==> config.mk <==
export PLATFORM = sky130hd
export DESIGN_NAME = axis_video_converter
export DESIGN_NICKNAME = d
export VERILOG_FILES = /design/src/rtl/axis_video_converter.sv
export SDC_FILE = /design/constraint.sdc
export NUM_CORES = 1
export LEC_CHECK = 0
export ABC_AREA = 1
export CAP_MARGIN = 15
export CELL_PAD_IN_SITES_DETAIL_PLACEMENT = 1
export CELL_PAD_IN_SITES_GLOBAL_PLACEMENT = 2
export CORE_ASPECT_RATIO = 0.8
export CORE_MARGIN = 8
export CORE_UTILIZATION = 43
export CTS_CLUSTER_SIZE = 24
export DETAILED_ROUTE_END_ITERATION = 12
export PLACE_DENSITY_LB_ADDON = 0.1
export SLEW_MARGIN = 20
export SYNTH_ARGS = -nofsm -noshare
export SYNTH_HDL_FRONTEND = slang
export SYNTH_SLANG_ARGS = --single-unit
==> constraint.sdc <==
create_clock -name i_axis_clk -period 4.15 [get_ports i_axis_clk]
set_input_delay 0.83 -clock i_axis_clk [delete_from_list [all_inputs] [get_ports i_axis_clk]]
set_output_delay 0.83 -clock i_axis_clk [all_outputs]
set_load 0.01 [all_outputs]
==> src/rtl/axis_video_converter.sv <==
`default_nettype none
// ============================================================================
// Module      : axis_video_converter
// Description : AXI4-Stream video (one RGB pixel per beat) to parallel video
//               bus with data-valid, start-of-frame and end-of-frame strobes.
//               Beats are buffered in a pixel FIFO; frame/line position is
//               tracked against the runtime i_hres/i_vres inputs.
//               Optional macro AXIS_VIDEO_SOF_RESYNC_EN: after reset, beats
//               are discarded until the first SOF beat arrives.
// Revision    : 1.0 - initial release
// ============================================================================
module axis_video_converter #(
  parameter int C_WIDTH     = 8,
  parameter int TUSER_WIDTH = 2,
  parameter int FIFO_DEPTH  = 32,
  parameter int RES_WIDTH   = 16,
  parameter int DEBUBBLE    = 0
) (
  input  logic                   i_axis_clk,
  input  logic                   i_axis_reset,
  input  logic [3*C_WIDTH-1:0]   i_tdata,
  input  logic                   i_tvalid,
  input  logic [TUSER_WIDTH-1:0] i_tuser,
  input  logic                   i_tlast,
  input  logic [RES_WIDTH-1:0]   i_hres,
  input  logic [RES_WIDTH-1:0]   i_vres,
  output logic                   o_tready,
  output logic                   o_data_valid,
  output logic [C_WIDTH-1:0]     o_R,
  output logic [C_WIDTH-1:0]     o_G,
  output logic [C_WIDTH-1:0]     o_B,
  output logic                   o_frame_start,
  output logic                   o_EOF
);

  localparam int C_AW = (FIFO_DEPTH > 1) ? $clog2(FIFO_DEPTH) : 1;
  localparam int C_CW = C_AW + 1;
  localparam int C_DW = 3 * C_WIDTH;
  localparam int C_EW = C_DW + 3;

  localparam logic [C_CW-1:0]      C_FULL    = C_CW'(FIFO_DEPTH);
  localparam logic [C_CW-1:0]      C_CNT_ONE = C_CW'(1);
  localparam logic [C_AW-1:0]      C_PTR_ONE = C_AW'(1);
  localparam logic [RES_WIDTH-1:0] C_RES_ONE = RES_WIDTH'(1);

  typedef enum logic [0:0] {
    ST_IDLE  = 1'b0,
    ST_BURST = 1'b1
  } state_t;

  // FIFO storage and bookkeeping
  logic [C_EW-1:0]      r_mem [FIFO_DEPTH];
  logic [C_AW-1:0]      r_wr_ptr;
  logic [C_AW-1:0]      r_rd_ptr;
  logic [C_CW-1:0]      r_count;
  logic [C_CW-1:0]      w_count_next;
  logic                 r_tready;

  logic                 w_accept;
  logic                 w_store;
  logic                 w_pop_en;
  logic                 w_pop;
  logic                 w_empty;

  // Head-of-FIFO entry fields: {tdata, eof, sof, tlast}
  logic [C_EW-1:0]      w_head;
  logic [C_DW-1:0]      w_head_data;
  logic                 w_head_eof;
  logic                 w_head_sof;
  logic                 w_head_last;

  // Output-side position counters
  logic [RES_WIDTH-1:0] r_x;
  logic [RES_WIDTH-1:0] r_y;
  logic [RES_WIDTH-1:0] w_hres_m1;
  logic [RES_WIDTH-1:0] w_vres_m1;
  logic                 w_x_last;
  logic                 w_y_last;
  logic                 w_frame_end;
  logic                 w_line_end;

  // Pop stage and output stage registers
  logic                 r_s1_vld;
  logic                 r_s1_sof;
  logic                 r_s1_eof;
  logic [C_DW-1:0]      r_s1_data;
  logic                 r_data_valid;
  logic                 r_frame_start;
  logic                 r_eof;
  logic [C_WIDTH-1:0]   r_R;
  logic [C_WIDTH-1:0]   r_G;
  logic [C_WIDTH-1:0]   r_B;

  assign w_accept    = i_tvalid & r_tready;
  assign w_empty     = (r_count == '0);
  assign w_pop       = w_pop_en & ~w_empty;
  assign w_head      = r_mem[r_rd_ptr];
  assign w_head_data = w_head[C_EW-1:3];
  assign w_head_eof  = w_head[2];
  assign w_head_sof  = w_head[1];
  assign w_head_last = w_head[0];

  assign w_hres_m1   = i_hres - C_RES_ONE;
  assign w_vres_m1   = i_vres - C_RES_ONE;
  assign w_x_last    = (r_x == w_hres_m1);
  assign w_y_last    = (r_y == w_vres_m1);
  assign w_frame_end = w_x_last & w_y_last;
  assign w_line_end  = w_head_last | w_x_last | w_head_eof;

`ifdef AXIS_VIDEO_SOF_RESYNC_EN
  // Input-side sync tracking: nothing is stored until the first SOF beat
  logic                 r_sync_lost;
  logic [RES_WIDTH-1:0] r_in_x;
  logic [RES_WIDTH-1:0] r_in_y;

  assign w_store = w_accept & (~r_sync_lost | i_tuser[0]);

  // Sync-lost flag: set by reset, cleared by the first accepted SOF beat
  always_ff @(posedge i_axis_clk or posedge i_axis_reset) begin
    if (i_axis_reset) begin
      r_sync_lost <= 1'b1;
    end else if (w_accept & i_tuser[0]) begin
      r_sync_lost <= 1'b0;
    end
  end

  // Input-side position counter; an SOF beat realigns it to the frame start
  always_ff @(posedge i_axis_clk or posedge i_axis_reset) begin
    if (i_axis_reset) begin
      r_in_x <= '0;
      r_in_y <= '0;
    end else if (w_store) begin
      if (i_tuser[0]) begin
        r_in_x <= C_RES_ONE;
        r_in_y <= '0;
      end else if (i_tlast | i_tuser[1] | (r_in_x == w_hres_m1)) begin
        r_in_x <= '0;
        r_in_y <= (i_tuser[1] | (r_in_y == w_vres_m1)) ? '0 : r_in_y + C_RES_ONE;
      end else begin
        r_in_x <= r_in_x + C_RES_ONE;
      end
    end
  end
`else
  assign w_store = w_accept;
`endif

  // Pop gating: either free-running, or line-burst release
  if (DEBUBBLE != 0) begin : g_debubble
    state_t          r_state;
    state_t          w_state_next;
    logic [C_CW-1:0] r_last_cnt;
    logic            w_full;
    logic            w_last_in;
    logic            w_last_out;

    assign w_full     = (r_count == C_FULL);
    assign w_last_in  = w_store & i_tlast;
    assign w_last_out = w_pop & w_head_last;
    assign w_pop_en   = (r_state == ST_BURST);

    // Number of tlast-tagged entries currently buffered
    always_ff @(posedge i_axis_clk or posedge i_axis_reset) begin
      if (i_axis_reset) begin
        r_last_cnt <= '0;
      end else begin
        case ({w_last_in, w_last_out})
          2'b10:   r_last_cnt <= r_last_cnt + C_CNT_ONE;
          2'b01:   r_last_cnt <= r_last_cnt - C_CNT_ONE;
          default: r_last_cnt <= r_last_cnt;
        endcase
      end
    end

    // Burst state register
    always_ff @(posedge i_axis_clk or posedge i_axis_reset) begin
      if (i_axis_reset) begin
        r_state <= ST_IDLE;
      end else begin
        r_state <= w_state_next;
      end
    end

    // Start a burst once a whole line (or a full FIFO) is buffered
    always_comb begin
      w_state_next = r_state;
      case (r_state)
        ST_IDLE:  if (w_full || (r_last_cnt != '0)) w_state_next = ST_BURST;
        ST_BURST: if (w_last_out) w_state_next = ST_IDLE;
        default:  w_state_next = ST_IDLE;
      endcase
    end
  end else begin : g_passthrough
    assign w_pop_en = 1'b1;
  end

  // Next FIFO occupancy; a full FIFO never stores because ready is low
  always_comb begin
    w_count_next = r_count;
    case ({w_store, w_pop})
      2'b10:   w_count_next = r_count + C_CNT_ONE;
      2'b01:   w_count_next = r_count - C_CNT_ONE;
      default: w_count_next = r_count;
    endcase
  end

  // FIFO pointers, occupancy and registered ready
  always_ff @(posedge i_axis_clk or posedge i_axis_reset) begin
    if (i_axis_reset) begin
      r_wr_ptr <= '0;
      r_rd_ptr <= '0;
      r_count  <= '0;
      r_tready <= 1'b0;
    end else begin
      if (w_store) r_wr_ptr <= r_wr_ptr + C_PTR_ONE;
      if (w_pop)   r_rd_ptr <= r_rd_ptr + C_PTR_ONE;
      r_count  <= w_count_next;
      r_tready <= (w_count_next != C_FULL);
    end
  end

  // FIFO storage write; contents need no reset since occupancy guards reads
  always_ff @(posedge i_axis_clk) begin
    if (w_store) begin
      r_mem[r_wr_ptr] <= {i_tdata, i_tuser[1], i_tuser[0], i_tlast};
    end
  end

  // Frame position counters advance on each pop
  always_ff @(posedge i_axis_clk or posedge i_axis_reset) begin
    if (i_axis_reset) begin
      r_x <= '0;
      r_y <= '0;
    end else if (w_pop) begin
      if (w_head_sof) begin
        r_x <= C_RES_ONE;
        r_y <= '0;
      end else if (w_line_end) begin
        r_x <= '0;
        r_y <= (w_head_eof | w_y_last) ? '0 : r_y + C_RES_ONE;
      end else begin
        r_x <= r_x + C_RES_ONE;
      end
    end
  end

  // Pop stage: capture head entry and resolve the end-of-frame strobe
  always_ff @(posedge i_axis_clk or posedge i_axis_reset) begin
    if (i_axis_reset) begin
      r_s1_vld  <= 1'b0;
      r_s1_sof  <= 1'b0;
      r_s1_eof  <= 1'b0;
      r_s1_data <= '0;
    end else begin
      r_s1_vld <= w_pop;
      r_s1_sof <= w_pop & w_head_sof;
      r_s1_eof <= w_pop & (w_head_eof | w_frame_end);
      if (w_pop) r_s1_data <= w_head_data;
    end
  end

  // Output stage: pixel holds its last value when nothing is popped
  always_ff @(posedge i_axis_clk or posedge i_axis_reset) begin
    if (i_axis_reset) begin
      r_data_valid  <= 1'b0;
      r_frame_start <= 1'b0;
      r_eof         <= 1'b0;
      r_R           <= '0;
      r_G           <= '0;
      r_B           <= '0;
    end else begin
      r_data_valid  <= r_s1_vld;
      r_frame_start <= r_s1_sof;
      r_eof         <= r_s1_eof;
      if (r_s1_vld) begin
        r_R <= r_s1_data[C_WIDTH-1:0];
        r_G <= r_s1_data[2*C_WIDTH-1:C_WIDTH];
        r_B <= r_s1_data[3*C_WIDTH-1:2*C_WIDTH];
      end
    end
  end

  assign o_tready      = r_tready;
  assign o_data_valid  = r_data_valid;
  assign o_frame_start = r_frame_start;
  assign o_EOF         = r_eof;
  assign o_R           = r_R;
  assign o_G           = r_G;
  assign o_B           = r_B;

endmodule
`default_nettype wire

Word level (Yosys, flattened, before mapping)
Memory sizes are Yosys's and may differ from the RTL's.
Cells that the tools add are included.
{"block": "word_totals", "ramBits": 864, "memories": 1, "romBits": 0, "latchBits": 0, "output_inout_bits": 28, "inputBits": 62, "wordCells": 50, "register_bits": 103}
{"name": "r_mem", "depth": 32, "word_bits": 27, "rd": 1, "rd_ports_with_merged_regs": 0, "write_ports": 1, "line_no": "52", "rtl": "logic [C_EW-1:0] r_mem [FIFO_DEPTH];"}
{"block": "op_classes", "n_bitwise": 9, "shift": 0, "mul": 0, "order_cmp": 0, "addsub": 8, "muxes": 8, "div_mod_pow": 0, "reduce_logical": 3, "n_eq_ne": 5}
{"operator": "$mux 16", "count": 5}
{"operator": "$add 16x1->16 const B", "count": 2}
{"operator": "$eq 16x16->1", "count": 2}
{"operator": "$sub 16x1->16 const B", "count": 2}
{"operator": "$pmux 6 s2", "count": 1}
{"operator": "$add 5x1->5 const B", "count": 2}
{"operator": "$add 6x1->6 const B", "count": 1}
{"operator": "$logic_not 6->1", "count": 1}
{"operator": "$ne 6x6->1 const B", "count": 1}
{"operator": "$sub 6x1->6 const B", "count": 1}
{"operator": "$and 1x1->1", "count": 4}
{"operator": "$or 1x1->1", "count": 4}
{"operator": "$eq 2x1->1 const B", "count": 1}
{"operator": "$eq 2x2->1 const B", "count": 1}
{"operator": "$mux 1", "count": 2}
{"operator": "$reduce_and 2->1", "count": 1}
{"operator": "$reduce_bool 2->1", "count": 1}
{"operator": "$not 1->1", "count": 1}

Depth between registers and ports, before layout
{"block": "logic_depth", "depth_word": 6, "mapped_depth": 19, "depth_no_buf": 16}

Least setup slack after synthesis
OpenSTA, ideal clock, no wires.
{"block": "synth_path", "kind": "input port to flip-flop", "from": "in i_tvalid", "to": "mem r_mem[31][0] (netlist bit) (enable)", "n_path_buf": 0, "arrival_ps": 2609, "setup_ps": 412, "slack_ps": 1129, "required_ps": 3738, "cell_stages": 6, "cell_sequence": "nand2_1 inv_1 nand2_1 nor2_1 inv_1 nor2_1"}
{"block": "synth_via", "elab_chain_cells": 3}
{"item": "from (decl)", "line_no": "22", "rtl": "input logic i_tvalid,"}
{"item": "$and 1x1->1", "line_no": "94", "rtl": "assign w_accept = i_tvalid & r_tready;"}
{"item": "$mux 1", "line_no": "224", "rtl": "if (w_store) begin"}
{"item": "$mux 1 (not written as such)", "line_no": "225", "rtl": "r_mem[r_wr_ptr] <= {i_tdata, i_tuser[1], i_tuser[0], i_tlast};"}
{"item": "to (decl)", "line_no": "52"}
No other way between the ends.

Final worst setup path
{"block": "layout_path", "from": "reg r_rd_ptr[0]", "to": "reg r_x[12]"}
{"block": "layout_via", "elab_chain_cells": 5}
{"item": "from (decl)", "line_no": "54", "rtl": "logic [C_AW-1:0] r_rd_ptr;"}
{"item": "from (signal assigned)", "line_no": "216", "rtl": "if (w_pop) r_rd_ptr <= r_rd_ptr + C_PTR_ONE;"}
{"item": "$mem_v2 32x27 *"}
{"item": "$or 1x1->1 (2 in series)", "line_no": "108", "rtl": "assign w_line_end = w_head_last | w_x_last | w_head_eof;"}
{"item": "$mux 16", "line_no": "238", "rtl": "end else if (w_line_end) begin"}
{"item": "$mux 16 *", "line_no": "235", "rtl": "if (w_head_sof) begin"}
{"item": "to (signal assigned)", "line_no": "242", "rtl": "r_x <= r_x + C_RES_ONE;"}
{"item": "to (decl)", "line_no": "73", "rtl": "logic [RES_WIDTH-1:0] r_x;"}
Every way passes the cells marked *; elsewhere a longest branch is shown, timed or not.
A chain may end at the register's enable or synchronous reset.

==> metrics.txt <==
area leader, netlist edfxtp_1; Final WS setup 0.865 ns; ys async rst share 10.7%; Max-Cap Viols 0; HP Start r_s1_sof$_DFF_PP0_; total CTS buffers 98; multiplexer share of the synthesized area 0.0568%; Area Growth Syn to Fin 15.2%; RSZ-0062 raised after global routing false; Final Hold Fails 0; leakage 15.4 nW; clock skew 0.0256 ns; TNS Setup 0 ns; Slew HR 24.9%; Synth Flop Type edfxtp_1; Starting Density 43.4%; largest net degree at the start of global routing 157; CP Class flip-flop to flip-flop; EDFF count, synth 864; CP required 4.75 ns; dpl hpwl 71.8 mm; syn avg cell area 12.2 um^2; Final Slew Violations 0; largest cells by area after synthesis edfxtp_1 65%, dfrtp_1 6.5%, nor2_1 5.5%, o21ai_0 5.3%, nand2_1 3.7%; Worst VDD drop 0.480 mV; Fmax 304 MHz; xor/xnor share of the synthesized area 1.30%; H-tree depth 3; RR Endpoint r_x[12]$_DFFE_PP0N_; Syn Inst Count 3,261; initial antenna violation count 3; Non-Filler Instances 4,645; most frequent cells in the layout 864 x edfxtp_1, 544 x nor2_1, 419 x o21ai_0, 387 x nand2_1, 130 x nand3_1; Post-layout nets 3,425; Die Y 288 um; drt initial violations 2,364; crit path DAT 3.88 ns; Detailed Route WL 123 mm; Hold Crit Class flip-flop to flip-flop; Adder-Cell Fraction of Synth Area 0.492%; crit path capture type flip-flop; most common cell after layout, fill and taps aside edfxtp_1; wire length per cell 26.5 um; layout cells sized above 1 9.35%; DP Worst Slack 0.481 ns; Max Fanout on Critical Path 82; syn_nets 3,338; Skew-Pair Late Insertion Delay 0.68 ns; Post-CTS Setup Bufs 0; Synth warnings 0; DP Cell Count 4,460; status finished clean; Reg-to-Reg Start r_rd_ptr[0]$_DFFE_PP0N_; routability cong. 0.799; root buffer cell clkbuf_16; Yosys top cell area share 65.4%; aggregate global-route resource usage 23.6%; Tot Pwr 31.9 mW; final antenna-violating net count 0; Power Density 698 nW/um^2; Post-Syn Area 39,700 um^2; compound-gate portion of the synthesized area 10.2%; crit path time final 3.28 ns; hold path cells 0; R2R cell count 11; largest family of logic cells by synthesized area simple AND/OR/NAND/NOR gates; clk sink count 967; Tcrit/Tclk final 79.2%; via count 26,826; worst hold endpoint o_frame_start$_DFF_PP0_; simple-gate portion of the synthesized area 12.7%; Seq/Total Area, Yosys 71.9%; Vias/cell 5.78; hold_buf cts 0; reg2reg setup slack 0.87 ns; #FFs+latches synth 967; Slew @ Worst Pin 1.12 ns; 1st-pass router iterations 5; Max clock buf depth 3; Setup crit start kind flip-flop; boundary pin count 90; final setup fails 0; floorplan core area 91,300 um^2; row cnt 99; TritonCTS clock tree yes; first-pass GRT wire length 182 mm; vias in the first global route 27,672; die area 102,000 um^2; PortBufs 89; DRC 0; remaining global-route overflow 0; Die X-Extent 356 um; distinct cell type count of the synthesized netlist 42; post-CTS sizing 0; clock transition at the registers of the reported paths 0.06 ns
-- worst max path at each step --
stage / from / endpoint / slack [ns] / depth (start not counted)
after floorplan: i_axis_reset / o_B[0]$_DFFE_PP0P_ / 0.62 / 1
final: r_rd_ptr[0]$_DFFE_PP0N_ / r_x[12]$_DFFE_PP0N_ / 0.87 / 11
after global routing: r_rd_ptr[0]$_DFFE_PP0N_ / r_x[13]$_DFFE_PP0N_ / 0.58 / 13
after global placement: i_hres[0] / r_x[14]$_DFFE_PP0N_ / 0.51 / 14
after detailed placement: i_hres[0] / r_x[12]$_DFFE_PP0N_ / 0.48 / 13
after CTS: r_rd_ptr[0]$_DFFE_PP0N_ / r_x[12]$_DFFE_PP0N_ / 0.81 / 11
-- sequential cells by signal (all words and copies together) (netlist names) --
signal and cells:
o_B 8, r_s1_data 24, r_y 16, o_frame_start 1, r_mem 864, r_s1_eof 1, r_count 6, r_s1_sof 1
r_s1_vld 1, o_G 8, o_data_valid 1, o_tready 1, o_EOF 1, r_wr_ptr 5, r_rd_ptr 5, r_x 16
o_R 8
-- per-stage QoR --
stage               area [um^2]  util (%)  hold WS, ns
finish                    45700      50.0        0.352
global route              45700      50.0        0.368
CTS                       45700      50.1        0.355
detailed placement        42400      46.5        0.359
global placement          42400      46.5        0.338
floorplan                 39700         -        0.331
-- kinds of logic after synthesis --
logic type	Yosys count
flops	967
buf+inv	314
mux	2
fa+ha+maj	15
compound gates	704
xor+xnor	59
simple gates	1200
-- where the power goes --
part           internal, mW  leakage, nW  switching (mW)
combinational          2.95         4.78            7.84
sequential             11.6         9.05           0.489
clock                  5.22         1.59            3.82
total                  19.7         15.4            12.1
-- final cells by class --
| type | count | area [um^2] |
|---|---|---|
| fillers | 9245 | 45600 |
| flip-flops and latches | 967 | 28500 |
| multi-input cells | 1980 | 10000 |
| clock buffers | 118 | 2600 |
| repair buffers | 185 | 1870 |
| well taps | 1212 | 1520 |
| clock inverters | 66 | 662 |
| inverters | 116 | 458 |
| diodes | 1 | 2.50 |
-- cell usage after synthesis (5+ instances only) --
| library cell | number |
|---|---|
| dfrtp_1 | 103 |
| o22ai_1 | 118 |
| buf_2 | 38 |
| buf_4 | 11 |
| o21ai_0 | 419 |
| buf_6 | 9 |
| buf_1 | 14 |
| nand4_1 | 62 |
| nor2_4 | 10 |
| nor2_1 | 577 |
| nor3_1 | 5 |
| ha_1 | 14 |
| a21oi_1 | 31 |
| clkbuf_1 | 125 |
| xnor2_1 | 23 |
| o221ai_1 | 75 |
| nand2_1 | 387 |
| nand3_1 | 131 |
| edfxtp_1 | 864 |
| nand3b_1 | 8 |
| inv_1 | 108 |
| o21ai_1 | 31 |
| xor2_1 | 36 |
| o211ai_1 | 25 |
-- metal layers --
metal / wire (um) / share of wire, % / vias to the layer above / GRT usage (%)
met1: 56400 / 46 / 14030 / 33.5
li1: - / - / 11966 / -
met5: 9 / 0.0073 / - / 0
met3: 6630 / 5.4 / 151 / 3.97
met4: 2810 / 2.3 / 2 / 5.71
met2: 57400 / 47 / 677 / 38.1
-- worst max-delay path, stage by stage, from the launching register on --
cell and delay [ns]:
dfrtp_4 0.65, clkinv_8 0.35, buf_4 0.41, o21ai_0 0.23
nand3_1 0.15, nand3_1 0.19, nand2_1 0.12, nand2_4 0.13
nand4_4 0.29, nand2_4 0.32, inv_4 0.18, nor2_1 0.14
Note: power is estimated with default switching activity, not from simulation.
